[config.mk]
export PLATFORM = sky130hd
export DESIGN_NAME = ssd_scanner
export DESIGN_NICKNAME = d
export VERILOG_FILES = /design/src/rtl/ssd_pkg.sv /design/src/rtl/ssd_hex_decoder.sv /design/src/rtl/ssd_scanner.sv
export SDC_FILE = /design/constraint.sdc
export NUM_CORES = 1
export LEC_CHECK = 0
export CORE_AREA = 5 5 137 139
export CTS_BUF_LIST = sky130_fd_sc_hd__clkbuf_4 sky130_fd_sc_hd__clkbuf_8
export CTS_CLUSTER_DIAMETER = 50
export DETAILED_ROUTE_END_ITERATION = 8
export DIE_AREA = 0 0 142 144
export PLACE_DENSITY = 0.52
export SLEW_MARGIN = 20
export SYNTH_ARGS = -nofsm -noshare
export SYNTH_HDL_FRONTEND = slang
export SYNTH_SLANG_ARGS = --single-unit
[constraint.sdc]
create_clock -name clk_in -period 2.9 [get_ports clk_in]
set_input_delay 0.29 -clock clk_in [delete_from_list [all_inputs] [get_ports clk_in]]
set_output_delay 0.29 -clock clk_in [all_outputs]
set_load 0.005 [all_outputs]
[src/rtl/ssd_pkg.sv]
// Shared seven-segment definitions: active-low {g,f,e,d,c,b,a} patterns for hex digits.
package ssd_pkg;

   typedef logic [6:0] seg_t;

   localparam seg_t SEG_OFF = 7'h7F;

   function automatic seg_t hex_to_seg(input logic [3:0] nib);
      seg_t seg;
      case (nib)
         4'h0: seg = 7'h40;
         4'h1: seg = 7'h79;
         4'h2: seg = 7'h24;
         4'h3: seg = 7'h30;
         4'h4: seg = 7'h19;
         4'h5: seg = 7'h12;
         4'h6: seg = 7'h02;
         4'h7: seg = 7'h78;
         4'h8: seg = 7'h00;
         4'h9: seg = 7'h10;
         4'hA: seg = 7'h08;
         4'hB: seg = 7'h03;
         4'hC: seg = 7'h46;
         4'hD: seg = 7'h21;
         4'hE: seg = 7'h06;
         default: seg = 7'h0E;
      endcase
      return seg;
   endfunction

endpackage

[src/rtl/ssd_hex_decoder.sv]
// Combinational hex nibble to active-low segment pattern.
module ssd_hex_decoder (
   input  logic [3:0] nibble,
   output logic [6:0] seg
);
   import ssd_pkg::*;

   assign seg = hex_to_seg(nibble);

endmodule

[src/rtl/ssd_scanner.sv]
// Multiplexed seven-segment scanner with tear-free valid/ready update, decimal points and PWM dimming.
// Optional leading-zero blanking is compiled in when SSD_LZ_BLANK_EN is defined.
module ssd_scanner #(
   parameter int NUM_DIGITS     = 8,
   parameter int REFRESH_CYCLES = 100000,
   parameter int BRIGHT_BITS    = 4
) (
   input  logic                      clk_in,
   input  logic                      rst_in,
   input  logic [4*NUM_DIGITS-1:0]   val_in,
   input  logic                      val_valid_in,
   output logic                      val_ready_out,
   input  logic [NUM_DIGITS-1:0]     dp_in,
   input  logic                      blank_lz_in,
   input  logic [BRIGHT_BITS-1:0]    brightness_in,
   output logic [6:0]                cat_out,
   output logic                      dp_out,
   output logic [NUM_DIGITS-1:0]     an_out
);
   import ssd_pkg::*;

   localparam int IDX_W   = (NUM_DIGITS > 1) ? $clog2(NUM_DIGITS) : 1;
   localparam int DWELL_W = $clog2(REFRESH_CYCLES);
   localparam logic [DWELL_W-1:0] DWELL_LAST = DWELL_W'(REFRESH_CYCLES - 1);
   localparam logic [IDX_W-1:0]   IDX_LAST   = IDX_W'(NUM_DIGITS - 1);

   logic [4*NUM_DIGITS-1:0] pending_val_reg, display_val_reg;
   logic [NUM_DIGITS-1:0]   pending_dp_reg, display_dp_reg;
   logic                    pending_full_reg;
   logic                    run_reg;
   logic [DWELL_W-1:0]      dwell_reg;
   logic [IDX_W-1:0]        idx_reg;
   logic [BRIGHT_BITS-1:0]  pwm_reg;
   logic [NUM_DIGITS-1:0]   an_reg;
   logic [6:0]              cat_reg;
   logic                    dp_reg;

   logic [NUM_DIGITS-1:0]   blank_mask;
   logic [3:0]              cur_nib;
   seg_t                    cur_seg;
   logic                    dwell_last, frame_end, accept, lit;

   // run_reg keeps ready low through reset and for the release edge itself
   assign val_ready_out = run_reg && !pending_full_reg;
   assign accept        = val_valid_in && val_ready_out;
   assign dwell_last    = (dwell_reg == DWELL_LAST);
   assign frame_end     = dwell_last && (idx_reg == IDX_LAST);
   assign cur_nib       = display_val_reg[{idx_reg, 2'b00} +: 4];
   assign lit           = (pwm_reg <= brightness_in) && !blank_mask[idx_reg];

   ssd_hex_decoder u_dec (
      .nibble (cur_nib),
      .seg    (cur_seg)
   );

`ifdef SSD_LZ_BLANK_EN
   // zero_up[i]: nibbles i..top all zero, evaluated on the frame-stable display register
   logic [NUM_DIGITS-1:1] zero_up;

   assign blank_mask[0] = 1'b0;
   generate
      for (genvar gi = 1; gi < NUM_DIGITS; gi++) begin : g_lz
         if (gi == NUM_DIGITS - 1) begin : g_top
            assign zero_up[gi] = (display_val_reg[4*gi +: 4] == 4'h0);
         end else begin : g_mid
            assign zero_up[gi] = (display_val_reg[4*gi +: 4] == 4'h0) && zero_up[gi+1];
         end
         assign blank_mask[gi] = blank_lz_in && zero_up[gi];
      end
   endgenerate
`else
   logic unused_blank_lz;

   assign unused_blank_lz = blank_lz_in;
   assign blank_mask      = '0;
`endif

   always_ff @(posedge clk_in) begin
      if (!rst_in) begin
         pending_val_reg  <= '0;
         pending_dp_reg   <= '0;
         pending_full_reg <= 1'b0;
         display_val_reg  <= '0;
         display_dp_reg   <= '0;
         run_reg          <= 1'b0;
         dwell_reg        <= '0;
         idx_reg          <= '0;
         pwm_reg          <= '0;
         an_reg           <= '1;
         cat_reg          <= SEG_OFF;
         dp_reg           <= 1'b1;
      end else begin
         run_reg <= 1'b1;
         pwm_reg <= pwm_reg + 1'b1;
         dwell_reg <= dwell_last ? '0 : dwell_reg + 1'b1;
         if (dwell_last) begin
            idx_reg <= (idx_reg == IDX_LAST) ? '0 : idx_reg + 1'b1;
         end

         // accept and frame-end copy are mutually exclusive because ready is low while full
         if (accept) begin
            pending_val_reg  <= val_in;
            pending_dp_reg   <= dp_in;
            pending_full_reg <= 1'b1;
         end else if (frame_end && pending_full_reg) begin
            display_val_reg  <= pending_val_reg;
            display_dp_reg   <= pending_dp_reg;
            pending_full_reg <= 1'b0;
         end

         if (lit) begin
            an_reg  <= ~(NUM_DIGITS'(1) << idx_reg);
            cat_reg <= cur_seg;
            dp_reg  <= ~display_dp_reg[idx_reg];
         end else begin
            an_reg  <= '1;
            cat_reg <= SEG_OFF;
            dp_reg  <= 1'b1;
         end
      end
   end

   assign an_out  = an_reg;
   assign cat_out = cat_reg;
   assign dp_out  = dp_reg;

endmodule

==> qor.csv, run 1 <==
metric;value;unit
ios;65;
synth_area;0.00513;mm²
finalNetCount;709;
power.density;576;mW/mm²
slew_violations;0;
clock_latency;0.43;ns
ys_seq_area_share;47.6;%
clock_power_share;46.6;%
drt-pass1-iter-count;4;
cp_data_arrival_time;2.76;ns
ys_ff_latch;122;
drive_above_1_share;14.2;%
gp_congestion;0.857;
die_area;0.0204;mm²
cap_violations;0;
worst_pin_slew;0.837;ns
cts.path.max_buffers;2;
r2r-end;cat_out[0];
worst_slack;0.444;ns
pwr-share-comb;6.0;%
hold-path-endpoint;pending_val_reg[24];
hold_depth;3;
portBuffers;63;
whs;0.400;ns
cts_max_level;4;
reg2reg_from;idx_reg[1];
criticalPathCategory;flop to flop;
num_vias;4009;
r2r_cells;6;
drt-initial-drc-count;290;
grtUsageTotal;12.1;%
synth_area_leaders;dfxtp_1 (48%), nand2_1 (13%), a21oi_2 (6.5%), a21oi_1 (5.1%), ha_1 (4.1%);
routed_wl;11700;µm
setup_viol;0;
seqPwrFrac;47.3;%
ys_types;47;
postCtsSetupBuffers;0;
p_int;2.90;mW
grt_max_degree;89;
finalCriticalPeriod;2.46;ns
antenna-diode-count;0;
grt_pass1_wl;19900;µm
syn_area_per_cell;8.67;µm²
yosysWarnings;0;
hold_viol;0;
worstSetupEndpointType;flop;
postCtsHoldBufs;0;
routedWlPerCell;13.2;µm
fmax;0.407;GHz
cpPeakStageDelay;0.75;ns
fin_worst_skew;0.00941;ns
timing.final.crit_share;84.7;%
rsz0062_at_grt;false;
cts_buffers;17;
ant_nets;0;
swShare;21.5;%
crit_path_start_kind;flop;
crit_start;idx_reg[1];
async_flop_share;0;%
grt_pass1_vias;4136;
status;finished clean;
grt-ovfl-total;0;
core_area;0.0175;mm²
synth_edf_count;0;
cpMaxStageDelayCell;dfxtp_1;
die_y;144;µm
hp-class;input pin to flop;
setup_tns;0;ns
netlist_instances;592;
dp_slack;0.480;ns
clkSinkCount;122;
reg2reg_setup_slack;0.44;ns
clk_pin_slew;0.07;ns
chipWidth;142;µm
vias_per_cell;4.52;
ir_worst_vdd;0.000254;V
num_rows;49;
fill_cells;1851;
antenna_found_initial;0;
p_leak;2.22;nW
cts_resized;0;
relSlewSlack;44.2;%
synth_area_leader_cell;dfxtp_1;
worstPathMaxFanout;15;
min_from;val_in[24];
synthFlopType;dfxtp_1;
yosysTopAreaCellShare;47.6;%
crit_required;3.20;ns
floorplan.initialDensity;29.3;%
drc_errors;0;
dpl.hpwl;8000;µm
area_delta_synth_final;24.7;%
synth_fp_nets;657;
crit_chain;mux4_2 -> mux2i_1 -> inv_1 -> ha_1 -> nor4b_1 -> a211oi_1;
cts_root_buf;clkbuf_8;
cts_tree;yes;
p_sw;0.794;mW
## stage by stage
| step | util, % | cells | instance area, µm² | total power [mW] |
|---|---|---|---|---|
| 2_1_floorplan | - | 592 | 5130 | 1.89 |
| 3_3_place_gp | 33.9 | 854 | 5940 | 2.01 |
| 3_5_place_dp | 33.9 | 854 | 5940 | 2.01 |
| 4_1_cts | 36.5 | 886 | 6400 | 3.75 |
| 5_1_grt | 36.5 | 886 | 6400 | 3.86 |
| 6_report | 36.5 | 886 | 6400 | 3.69 |
## layout by cell type, fill, tap and decap left out, drive strengths merged, types with 4 or more instances in the layout
cell type	synthesis	routed
a21oi	90	90
and3	4	4
buf	11	8
bufinv	0	5
clkbuf	27	20
clkdlybuf4s50	0	63
clkinv	0	5
dfxtp	122	122
ha	17	17
inv	13	12
mux2i	5	5
mux4	8	8
nand2	179	179
nand3	13	13
nand4	4	4
nor2	35	35
nor2b	4	4
o21ai	5	5
xnor2	10	10
xor2	5	5
## routing by layer
layer / GRT usage (%) / part of all wire, % / vias to the layer above
met3: 3.87 / 4.8 / 17
met1: 15.4 / 49 / 1832
met2: 19.1 / 45 / 92
met4: 4.80 / 1.8 / 0
li1: - / - / 2068
met5: 0 / 0 / -
## Yosys cell counts, drive strengths merged (3+ instances only)
library cell  instances
and2                  3
o21ai                 5
dfxtp               122
nor2                 35
xnor2                10
mux2                  3
nor3                  3
nor2b                 4
buf                  11
xor2                  5
nand4                 4
mux2i                 5
or3                   3
and3                  4
ha                   17
inv                  13
mux4                  8
a21oi                90
nand3                13
nand2b                3
clkbuf               27
nand2               179
nor4                  3
## cell families (layout without fill, tap and decap cells)
logic type	Yosys count	count (layout)	synth area share (%)
compound gates	110	110	14.4
flops	122	122	47.6
fa+ha+maj	17	17	4.14
mux	16	16	5.14
simple gates	261	261	21.7
xor+xnor	15	15	2.56
buf+inv	51	116	4.56
## worst max-delay path, delay by kind of cell (launching register included)
kind / cells / cell delay (ns)
buf+inv: 1 / 0.11
flops: 1 / 0.75
fa+ha+maj: 1 / 0.26
compound gates: 1 / 0.09
simple gates: 1 / 0.39
mux: 2 / 0.72
## worst max path at each step
| stage | cells past startpoint | endpoint | slack (ns) |
|---|---|---|---|
| 5_1_grt | 7 | cat_out[6] | 0.28 |
| 3_3_place_gp | 6 | cat_out[0] | 0.54 |
| 6_report | 6 | cat_out[0] | 0.44 |
| 3_5_place_dp | 7 | cat_out[6] | 0.48 |
| 2_1_floorplan | 8 | cat_out[0] | 0.54 |
| 4_1_cts | 6 | cat_out[0] | 0.43 |
## power by group through the flow
stage	Sequential, mW	Combinational (mW)	Clock [mW]
detailed placement	1.79	0.225	0
global route	1.75	0.250	1.86
CTS	1.75	0.227	1.77
global placement	1.78	0.221	0
finish	1.75	0.223	1.72
floorplan	1.78	0.113	0
## area by class of cell
| class | instances | area, µm² | share of cell area [%] |
|---|---|---|---|
| clock buffers | 20 | 263 | 4.10 |
| multi-input cells | 419 | 2460 | 38.4 |
| well taps | 229 | 287 | 4.47 |
| flip-flops and latches | 122 | 2440 | 38.1 |
| inverters | 13 | 50.0 | 0.782 |
| clock inverters | 12 | 196 | 3.07 |
| repair buffers | 71 | 707 | 11.0 |
(Power assumes the default switching activity.)
==> run 2, diff against run 1 <==
- clock period: 2.9 -> 2.45 ns (I/O delays scaled with it)
==> run 2 against run 1 <==
  * Global-route usage down 0.11 points
  * Utilization rose by 0.63 points
  * Die area unchanged
  * Critical endpoint unchanged
==> qor.csv, run 2 (same netlist as run 1, synthesis figures left out) <==
metric;value;unit;change
status;finished clean;;
cts_root_buf;clkbuf_8;;
worst_pin_slew;0.500;ns;-0.337 ns
dpl.cell_count;861;;+0.82%
routedWlPerCell;12.9;µm;-2.1%
worst_slack;0.151;ns;-0.293 ns
num_vias;4013;;+0.10%
clkSinkCount;122;;unchanged
ir_worst_vdd;0.000345;V;+36%
ant_nets;0;;unchanged
criticalPathCategory;flop to flop;;
cts_buffers;17;;unchanged
register_area;0.00244;mm²;unchanged
gp_congestion;0.823;;-4.0%
postCtsHoldBufs;0;;unchanged
power.density;697;mW/mm²;+21%
instances_no_fill;891;;+0.56%
rsz0062_at_grt;false;;
power;4.54;mW;+23%
portBuffers;63;;unchanged
grt_pass1_wl;19600;µm;-1.5%
cts_resized;0;;unchanged
finalCriticalPeriod;2.30;ns;-0.157 ns
chipWidth;142;µm;unchanged
core_area;0.0175;mm²;unchanged
grtUsageMet1;15.3;%;-0.12 points
crit_path_start_kind;flop;;
dpl.hpwl;8010;µm;+0.13%
hp-class;input pin to flop;;
postCtsSetupBuffers;0;;unchanged
whs;0.353;ns;-0.0467 ns
fmax;0.435;GHz;+6.8%
slew_violations;0;;unchanged
grt_pass1_vias;4087;;-1.2%
crit_required;2.76;ns;-0.44 ns
vias_per_cell;4.50;;-0.46%
final_util;37.1;%;+0.63 points
routed_wl;11500;µm;-1.5%
ios;65;;unchanged
antenna_found_initial;0;;unchanged
met2_usage;18.7;%;-0.37 points
drt-initial-drc-count;210;;-28%
grtUsageTotal;12.0;%;-0.11 points
setup_tns;0;ns;unchanged
drc_errors;0;;unchanged
worstSetupEndpointType;flop;;
num_rows;49;;unchanged
multi_input_area;0.00246;mm²;unchanged
worstPathMaxFanout;12;;-3
p_leak;2.29;nW;+3.1%
fill_cells;1834;;-0.92%
setup_viol;0;;unchanged
drive_above_1_share;14.8;%;+0.65 points
final_cell_mix;nand2_1 (179), dfxtp_1 (122), clkdlybuf4s50_1 (63), a21oi_1 (52), a21oi_2 (38);;
top_usage_layer;met2;;
cp_data_arrival_time;2.60;ns;-0.16 ns
clk_pin_slew;0.07;ns;about the same
grt_max_degree;89;;unchanged
met3_usage;3.24;%;-0.63 points
finalInstanceArea;0.00651;mm²;+1.7%
fin_worst_skew;0.00519;ns;-0.00422 ns
grt-ovfl-total;0;;unchanged
finalNetCount;716;;+0.99%
layout_commonest_cell;nand2_1;;
die_y;144;µm;unchanged
drt-pass1-iter-count;4;;unchanged
floorplan.initialDensity;29.3;%;unchanged
area_delta_synth_final;26.9;%;
die_area;0.0204;mm²;unchanged
cts.path.max_buffers;2;;unchanged
dp_slack;0.0897;ns;-0.391 ns
antenna-diode-count;0;;unchanged
cts_max_level;4;;unchanged
timing.final.crit_share;93.8;%;+9.1 points
hold_viol;0;;unchanged
cap_violations;0;;unchanged
relSlewSlack;66.7;%;+22 points
clock_latency;0.44;ns;about the same
postPlaceCellArea;0.00602;mm²;+1.3%
cts_tree;yes;;
[run 2: changes by cell type in the layout (fill, tap and decap cells not counted)]
cell	delta
buf_4	+6
clkbuf_8	+4
bufinv_16	+1
buf_6	-1
buf_12	+2
clkbuf_4	-1
clkinv_4	-1
clkinv_2	-2
clkinvlp_4	-3
[run 2: power breakdown]
group | switching (mW) | internal, mW
Clock | 0.746 | 1.45
Sequential | 0.0289 | 2.04
Combinational | 0.130 | 0.145
[run 2: path summary, 6_finish.rpt]
path	slack (ns)	start	end	cells past startpoint
min reg2reg	0.45	dwell_reg[0]	dwell_reg[0]	1
max	0.15	idx_reg[0]	cat_out[0]	7
min	0.35	val_in[10]	pending_val_reg[10]	3
max reg2reg	0.15	idx_reg[0]	cat_out[0]	7
[run 2: layout make-up]
class	count	area share [%]
Sequential cell	122	37.5
Clock buffer	23	4.76
Timing Repair Buffer	78	12.0
Inverter	13	0.768
Clock inverter	7	2.84
Multi-Input combinational cell	419	37.7
Tap cell	229	4.40
[run 2: worst max-delay path: stages (launching register included)]
cell and delay, ns:
dfxtp_1 0.38, buf_12 0.17, mux4_2 0.53, mux2i_1 0.25, inv_1 0.11, ha_1 0.26
nor4b_1 0.37, a211oi_1 0.10
[run 2: routing by layer]
metal  part of all wire [%]  wire [µm]
met1                     47       5440
met2                     46       5230
met3                    4.8        549
met4                    2.3        261
met5                      0          0
